[src/rtl/trace_buffer_ctrl.sv]
// -----------------------------------------------------------------------------
// trace_buffer_ctrl
//
// Capture/readout controller in front of a dual-port block RAM. Trace words
// are written through RAM port 0 in arrival order as a ring. On a dump
// request the stored words are read oldest-first through RAM port 1 and
// presented on a valid/ready stream through a 2-entry output buffer.
//
// Build option:
//   TRACE_WRAP_EN  defined   : ring mode, a full buffer overwrites the oldest
//                              word and the dump starts at the write pointer.
//                  undefined : stop-when-full, events on a full buffer are
//                              dropped and the dump always starts at 0.
//   In both modes 'overrun' is a sticky flag set by the first lost word.
//
// Ports:
//   clk, rst          clock, synchronous active-high reset
//   arm, stop, dump   control pulses (clear+capture / end capture / readout)
//   ev_valid, ev_data incoming trace words, no backpressure
//   ram_*0            RAM port 0 (write side), registered strobes
//   ram_*1, ram_q1    RAM port 1 (read side), read data one cycle after ce
//   out_valid/ready   readout stream handshake, out_data is the buffer head
//   busy              high in CAPTURE or DUMP
//   count             words stored, 0..2**AddrWidth
//   overrun           sticky lost-word flag
// -----------------------------------------------------------------------------
module trace_buffer_ctrl #(
    parameter int DataWidth = 32,
    parameter int AddrWidth = 10
) (
    input  logic                 clk,
    input  logic                 rst,
    input  logic                 arm,
    input  logic                 stop,
    input  logic                 dump,
    input  logic                 ev_valid,
    input  logic [DataWidth-1:0] ev_data,
    output logic [AddrWidth-1:0] ram_addr0,
    output logic [DataWidth-1:0] ram_data0,
    output logic                 ram_ce0,
    output logic                 ram_we0,
    output logic [AddrWidth-1:0] ram_addr1,
    output logic                 ram_ce1,
    output logic                 ram_we1,
    input  logic [DataWidth-1:0] ram_q1,
    output logic                 out_valid,
    output logic [DataWidth-1:0] out_data,
    input  logic                 out_ready,
    output logic                 busy,
    output logic [AddrWidth:0]   count,
    output logic                 overrun
);

    typedef enum logic [1:0] {
        IDLE    = 2'd0,
        CAPTURE = 2'd1,
        DUMP    = 2'd2
    } state_t;

    localparam logic [AddrWidth:0] Depth = {1'b1, {AddrWidth{1'b0}}};

    state_t               state;
    state_t               next_state;

    logic [AddrWidth-1:0] wr_ptr;
    logic [AddrWidth-1:0] rd_ptr;
    logic [AddrWidth:0]   remaining;
    logic                 in_flight;

    logic [DataWidth-1:0] obuf [2];
    logic                 obuf_wr;
    logic                 obuf_rd;
    logic [1:0]           obuf_occ;

    logic                 full;
    logic                 pop;
    logic [1:0]           pending;
    logic                 issue;
    logic                 start_arm;
    logic                 start_dump;
    logic                 ev_take;
    logic                 accept;
    logic                 lost;
    logic                 dump_done;

    assign full      = (count == Depth);
    assign out_valid = (obuf_occ != 2'd0);
    assign out_data  = out_valid ? obuf[obuf_rd] : '0;
    assign pop       = out_valid && out_ready;

    // Readout finishes when nothing is left to issue, nothing is in flight
    // and the buffer empties on this cycle's handshake.
    assign dump_done = (remaining == '0) && !in_flight &&
                       ((obuf_occ == 2'd0) || ((obuf_occ == 2'd1) && pop));

    // -------------------------------------------------------------------------
    // State register
    // -------------------------------------------------------------------------
    always_ff @(posedge clk) begin
        // NOTE: sequential state uses non-blocking assignments so every
        // register samples the pre-edge values of the others.
        if (rst) begin
            state <= IDLE;
        end else begin
            state <= next_state;
        end
    end

    // -------------------------------------------------------------------------
    // Next-state logic
    // -------------------------------------------------------------------------
    always_comb begin
        // NOTE: default assignment first so no path leaves next_state
        // unassigned and infers a latch.
        next_state = state;
        unique case (state)
            IDLE: begin
                if (arm) begin
                    next_state = CAPTURE;
                end else if (dump) begin
                    next_state = DUMP;
                end
            end
            CAPTURE: begin
                if (arm) begin
                    next_state = CAPTURE;
                end else if (stop) begin
                    next_state = IDLE;
                end
            end
            DUMP: begin
                if (dump_done) begin
                    next_state = IDLE;
                end
            end
            default: next_state = IDLE;
        endcase
    end

    // -------------------------------------------------------------------------
    // Output / control decode
    // -------------------------------------------------------------------------
    always_comb begin
        busy       = (state != IDLE);
        start_arm  = arm && (state != DUMP);
        start_dump = dump && !arm && (state == IDLE);
        // An arm in CAPTURE restarts the buffer; a coincident event is not kept.
        ev_take    = (state == CAPTURE) && ev_valid && !arm;

        // Occupancy counts the slot freed by this cycle's handshake so a
        // steady ready stream sustains one word per cycle.
        pending    = obuf_occ - {1'b0, pop} + {1'b0, in_flight};
        issue      = (state == DUMP) && (remaining != '0) && (pending < 2'd2);

        ram_ce1    = issue;
        ram_addr1  = rd_ptr;
        ram_we1    = 1'b0;

`ifdef TRACE_WRAP_EN
        accept     = ev_take;
        lost       = ev_take && full;
`else
        accept     = ev_take && !full;
        lost       = ev_take && full;
`endif
    end

    // -------------------------------------------------------------------------
    // Capture and readout datapath
    // -------------------------------------------------------------------------
    always_ff @(posedge clk) begin
        if (rst) begin
            wr_ptr    <= '0;
            rd_ptr    <= '0;
            count     <= '0;
            overrun   <= 1'b0;
            remaining <= '0;
            in_flight <= 1'b0;
            obuf_wr   <= 1'b0;
            obuf_rd   <= 1'b0;
            obuf_occ  <= 2'd0;
            ram_ce0   <= 1'b0;
            ram_we0   <= 1'b0;
            ram_addr0 <= '0;
            ram_data0 <= '0;
        end else begin
            // Write strobes are registered: high in the cycle after the event.
            ram_ce0 <= accept;
            ram_we0 <= accept;
            if (accept) begin
                ram_addr0 <= wr_ptr;
                ram_data0 <= ev_data;
                wr_ptr    <= wr_ptr + 1'b1;
                if (!full) begin
                    count <= count + 1'b1;
                end
            end
            if (lost) begin
                overrun <= 1'b1;
            end
            if (start_arm) begin
                wr_ptr  <= '0;
                count   <= '0;
                overrun <= 1'b0;
            end

            if (start_dump) begin
`ifdef TRACE_WRAP_EN
                // A full ring that has wrapped holds its oldest word at wr_ptr.
                rd_ptr <= full ? wr_ptr : '0;
`else
                rd_ptr <= '0;
`endif
                remaining <= count;
            end else if (issue) begin
                rd_ptr    <= rd_ptr + 1'b1;
                remaining <= remaining - 1'b1;
            end

            in_flight <= issue;
            if (in_flight) begin
                obuf_wr <= ~obuf_wr;
            end
            if (pop) begin
                obuf_rd <= ~obuf_rd;
            end
            obuf_occ <= obuf_occ + {1'b0, in_flight} - {1'b0, pop};
        end
    end

    // NOTE: buffer storage is not reset; occupancy and the out_data gating
    // make stale contents invisible, so only control state needs reset.
    always_ff @(posedge clk) begin
        if (in_flight) begin
            obuf[obuf_wr] <= ram_q1;
        end
    end

endmodule

[config.mk]
export PLATFORM = sky130hd
export DESIGN_NAME = trace_buffer_ctrl
export DESIGN_NICKNAME = d
export VERILOG_FILES = /design/src/rtl/trace_buffer_ctrl.sv
export SDC_FILE = /design/constraint.sdc
export NUM_CORES = 1
export LEC_CHECK = 0
export ABC_AREA = 1
export BUFFER_PORTS_ARGS = -buffer_cell sky130_fd_sc_hd__buf_2
export CAP_MARGIN = 25
export CORE_ASPECT_RATIO = 1.2
export CORE_MARGIN = 2
export CORE_UTILIZATION = 48
export DETAILED_ROUTE_END_ITERATION = 7
export PLACE_DENSITY = 0.84
export RECOVER_POWER = 25
export SKIP_LAST_GASP = 1
export SYNTH_ARGS = -nofsm -noshare
export SYNTH_HDL_FRONTEND = slang
export SYNTH_SLANG_ARGS = --single-unit
[constraint.sdc]
create_clock -name clk -period 2.2 [get_ports clk]
set_clock_uncertainty 0.15 [all_clocks]
set_input_delay 0.22 -clock clk [delete_from_list [all_inputs] [get_ports clk]]
set_output_delay 0.22 -clock clk [all_outputs]
set_load 0.1 [all_outputs]
Word level (Yosys, flattened, before mapping)
Memory sizes are Yosys's and may differ from the RTL's. A register that Yosys moved wholly into a read port is not among the register bits.
Cells that the tools add are included.
Operators by class
  add/sub/neg operators: 8
  multipliers: 0
  divide/modulo/power cells: 0
  $lt $le $gt $ge: 1
  equality and inequality tests: 8
  shift-type cells: 0
  muxes and demuxes: 13
  bitwise gates (word level): 3
  reduce and logical (&&, ||, !) cells: 28
Operators by type and width (count)
  two-way mux 32 bit: 1
  two-way mux 11 bit: 2
  adder 10 x 1 -> 10 bit (second input constant): 2
  logical AND 1 bit: 13
  adder 11 x 1 -> 11 bit (second input constant): 1
  == test 11 bit (second input constant): 1
  logical NOT 11 bit: 1
  nonzero test 11 bit: 1
  subtractor 11 x 1 -> 11 bit (second input constant): 1
  two-way mux 2 bit: 5
  inequality test 3 bit (second input constant): 2
  one-hot mux 2 bit (3 select lines): 1
  nonzero test 2 bit: 3
  adder 2 x 1 -> 2 bit: 2
  == test 2 x 1 -> 1 bit (second input constant): 2
  logical NOT 2 bit: 2
  two-way mux 1 bit: 4
  inequality test 2 bit (second input constant): 2
  OR reduction 2 bit: 2
  subtractor 2 x 1 -> 2 bit: 2
  logical NOT 1 bit: 3
  inverter 1 bit: 3
  AND reduction 3 bit: 1
  == test 2 bit (second input constant): 1
  other kinds (3): 3
Storage, ports and cells
  bits in registers: 93
  bits in latches: 0
  RAM bits: 64
  bits in read-only memories: 0
  output and inout bits: 102
  memories: 1
Memories
  obuf: words 2, bits a word 32, rd ports 1, clocked after memory_dff 1, wr ports 1, RTL line 70  | logic [DataWidth-1:0] obuf [2];

Depth between registers and ports, before layout
  depth after elaboration: 8
  depth in mapped cells: 17
  gate-level depth less buffers: 16

Worst setup path after synthesis
No wires, ideal clock.
  kind: register to output
  start point: register (tool-made name)
  end point: output port out_data[10]
  arrival time: 2332 ps
  slack: -502 ps
  stages on the path, launching flop included: 6
  buffers on the path: 2
  path through: dfxtp_1 -> clkbuf_1 -> inv_1 -> clkbuf_1 -> nand2_1 -> a21oi_1
RTL lines
  end, declared: RTL line 47  | output logic [DataWidth-1:0] out_data,

Worst setup path after layout
  start point: register obuf_occ[1]
  end point: output port ram_ce1
On the way
  longest elaborated chain between the ends: 6
RTL lines
  start, declared: RTL line 73  | logic [1:0] obuf_occ;
  start signal, assigned: RTL line 227  | obuf_occ <= obuf_occ + {1'b0, in_flight} - {1'b0, pop};
  nonzero test 2 bit: RTL line 87  | assign out_valid = (obuf_occ != 2'd0);
  logical AND 1 bit: RTL line 89  | assign pop = out_valid && out_ready;
  net pop: RTL line 76  | logic pop;
  subtractor 2 x 1 -> 2 bit: RTL line 152  | pending = obuf_occ - {1'b0, pop} + {1'b0, in_flight};
  adder 2 x 1 -> 2 bit: RTL line 152
  less-than comparator 2 bit: RTL line 153  | issue = (state == DUMP) && (remaining != '0) && (pending < 2'd2);
  logical AND 1 bit: RTL line 153
  end, declared: RTL line 43  | output logic ram_ce1,
The timed path passes the listed nets, and every way through them passes these cells.

==> run summary <==
Status
* outcome: complete, but fails checks
* violations in the final reports: negative setup slack

Critical path
* crit-path leading delay family: simple AND/OR/NAND/NOR gates
* delay of the slowest cell on the worst path: 330 ps
* startpoint type of the worst setup path: flop
* startpoint of the worst-slack reg-to-reg timing path: obuf_occ[1]
* Critical Path, Cell by Cell: nor2_4 > nor2_4 > ha_4 > inv_2 > ha_4 > inv_2 > nand2_2 > nand2_2 > nand2_2 > nand2_2 > inv_2 > nor2_4 > buf_12
* Crit. path cell count: 13
* setup slack of the worst register-to-register path: -90 ps
* required time of the critical path: 1830 ps
* end of the worst register-to-register path: remaining[10]
* total buffers and inverters traversed by the critical path: 4
* critical path capture point type: primary output
* Arr. time, crit path: 2030 ps
* library cell contributing the largest single delay on the critical path: sky130_fd_sc_hd__dfxtp_2
* Worst path most repeated cell: sky130_fd_sc_hd__nand2_2
* number of cell instances on the worst register-to-register path: 18
* category of the most critical setup path: flop to primary output
* biggest fanout along the worst timing path: 2

STA
* headroom to the max-slew limit: 62.3%
* clock period minus worst slack: 2400 ps
* fin worst setup slack: -203 ps
* achievable clock frequency: 416 MHz
* final hold vios: 0
* final worst-path cycle share: 109%
* setup total negative slack: -621 ps
* RSZ-0062 raised after global routing: yes
* pin slew with the least headroom to its limit: 566 ps
* final number of max-transition violations: 0
* final setup violation count: 13

Routing
* residual antenna-violating net count after detailed routing: 0
* detailed router's first-iteration violation count: 405
* via total after detailed routing: 6391
* drt wl/cell: 15.1 um
* average via count per standard cell: 5.16
* final routed wirelength across all metal layers: 18700 um
* number of remaining DRC errors: 0
* first-pass iteration count of the detailed router: 8

Layout
* Net count, final: 1132
* fraction of layout instances using a drive strength above 1: 27.1%
* filler instances: 1022
* area added between synthesis and finish: 39.1%

Logic synthesis
* instance count of the mapped netlist: 796
* most instantiated library cell after synthesis: sky130_fd_sc_hd__nand2_1
* top cells by area in the synthesized netlist: sky130_fd_sc_hd__edfxtp_1 28%, sky130_fd_sc_hd__dfxtp_1 28%, sky130_fd_sc_hd__nand2_1 11%
* area of the mapped netlist: 6800 um^2
* Synth async-reset ratio: 0%
* fraction of synthesized cell area taken by the top area cell type: 28.3%
* post-synth top area cell: sky130_fd_sc_hd__edfxtp_1
* most numerous cell types in the synthesized netlist: 200 x sky130_fd_sc_hd__nand2_1, 120 x sky130_fd_sc_hd__nor2_1, 94 x sky130_fd_sc_hd__dfxtp_1
* Post-Synthesis Mean Instance Area: 8.54 um^2
* Syn. warnings: 0
* number of enable-type register cells in the synthesized netlist: 64
* synthesized net count: 875
* number of unique standard cell types used by synthesis: 34
* share of synthesized area occupied by flip-flops and latches: 56.0%
* total of flip-flops plus latches after synthesis: 158
* most used flip-flop cell after synthesis: sky130_fd_sc_hd__dfxtp_1

Global route
* GRT Total Usage: 24.2%
* antenna violations before repair: 1
* grt total ovfl: 0
* global-route wire length before repair: 29400 um
* maximum number of pins on one net before global-route repair: 65
* vias in the first global route: 6335

CTS
* number of buffers created by CTS: 17
* clock tree from TritonCTS: built
* level count of the clock H-tree: 4
* Root Buffer Master: sky130_fd_sc_hd__clkbuf_16
* clock slew at reported path FFs: 60 ps
* number of buffers on the longest clock path: 2
* clock sink count: 158
* clock latency at the later pin of the worst-skew pair: 420 ps

Placement
* count of buffers inserted at the top-level ports: 171
* routability congestion estimate from global placement: 0.901
* HPWL after DPL: 11000 um

Die
* die area: 15100 um^2
* Die Span Y: 134 um
* placeable core area: 13800 um^2
* initial cell density of the core: 49.2%
* width of the chip: 113 um
* standard-cell rows: 47
* IO Count: 173

Power
* sw frac: 45.3%
* leakage power: 3.97 nW
* overall power: 10.6 mW
* power dissipated by switching net loads: 4.80 mW
* power density over the cells: 1120 nW/um^2
* share of power burned in combinational logic: 41.9%
* Reg power frac: 30.5%
* VDD IR-drop max: 1.05 mV
* Int Power: 5.80 mW
* part of the total power dissipated in the clock network: 27.6%

Hold path
* hold path startpoint: ev_valid
* sink of the worst hold path: overrun
* Hold Crit Depth: 5
* worst hold path class: input port to flop

Job
* max-cap violation count: 0

## stage by stage
stage | hold WS [ps] | utilization [%] | instance area, um^2 | worst slack (ps) | instances
floorplan | 169 | - | 6970 | 14.7 | 796
global placement | 257 | 57.8 | 7990 | 55.0 | 1128
detailed placement | 261 | 57.8 | 7990 | -12.2 | 1128
CTS | 23.4 | 67.6 | 9340 | -230 | 1234
global route | 48.7 | 68.4 | 9450 | -293 | 1238
finish | 43.4 | 68.4 | 9450 | -203 | 1238
## cell families after synthesis
family,after synthesis,synth area share [%]
AND/OR/NAND/NOR,382,23.2
flip-flops,158,56.0
AO/OA/AOI/OAI,135,10.1
buffers and inverters,93,6.85
XOR/XNOR,19,2.45
adder cells (fa/ha/maj),8,1.47
other,1,0.0552
## final cells by class
cell class	count	area [um^2]	share of cell area, %
antenna	1	2.50	0.0265
clock buffer	18	429	4.54
clock inverter	14	158	1.67
inverter	57	219	2.32
multi-input combinational	547	2790	29.5
sequential	158	3810	40.3
tap	171	214	2.26
timing repair buffer	272	1830	19.4
## per-layer routing
metal / part of all wire [%] / global-route usage (%)
met1: 38 / 26.5
met2: 53 / 43.7
met3: 5.9 / 5.96
met4: 3.1 / 11.4
met5: 0 / 0
## flip-flops by register name (all words and copies together), names as in the netlist, named ones only
signal / count
obuf: 64
ram_data0: 32
count: 11
remaining: 11
ram_addr0: 10
ram_addr1: 10
wr_ptr: 10
obuf_occ: 2
state: 2
in_flight: 1
obuf_rd: 1
obuf_wr: 1
overrun: 1
ram_we0: 1
## what timing repair did
item	in CTS	in global routing
resized for setup	8	39
hold buffers	68	0
gates cloned	1	1
pin swaps	10	12
buffers inserted	5	3
endpoints found under the setup margin	11	49
endpoints found under the hold margin	98	0
## placed cells by master, fill, tap and decap left out, drive strengths merged, types with 8 or more instances in the layout
cell type,netlist,final
buf,23,163
a21oi,78,78
dlygate4sd3,0,68
o21ai,54,54
ha,8,8
nor2,124,124
edfxtp,64,64
dfxtp,94,94
clkbuf,13,59
nor3,10,10
nand3,34,36
xor2,16,16
inv,57,62
nand2,206,206
## power groups by stage
stage	logic (mW)	registers, mW	clock network, mW
6_report	4.44	3.23	2.93
5_1_grt	4.64	3.25	3.09
4_1_cts	4.23	3.23	2.95
3_5_place_dp	4.02	3.29	0
3_3_place_gp	3.98	3.29	0
2_1_floorplan	3.14	3.49	0
## worst max path at each step
stage	from	end	slack (ps)
3_3_place_gp	obuf_occ[1]	ram_addr1[0]	50
4_1_cts	obuf_occ[0]	ram_ce1	-230
3_5_place_dp	obuf_occ[1]	ram_addr1[0]	-10
5_1_grt	obuf_occ[1]	ram_ce1	-290
2_1_floorplan	obuf_occ[1]	ram_addr1[4]	10
6_report	obuf_occ[1]	ram_ce1	-200
## worst min-delay path, stage by stage
cell                      delay [ps]
sky130_fd_sc_hd__buf_2           100
sky130_fd_sc_hd__nand2_2          70
sky130_fd_sc_hd__nor2_4           40
sky130_fd_sc_hd__nand3_1          60
sky130_fd_sc_hd__a21oi_1          60
No activity file was read; power rests on OpenSTA's default activity.
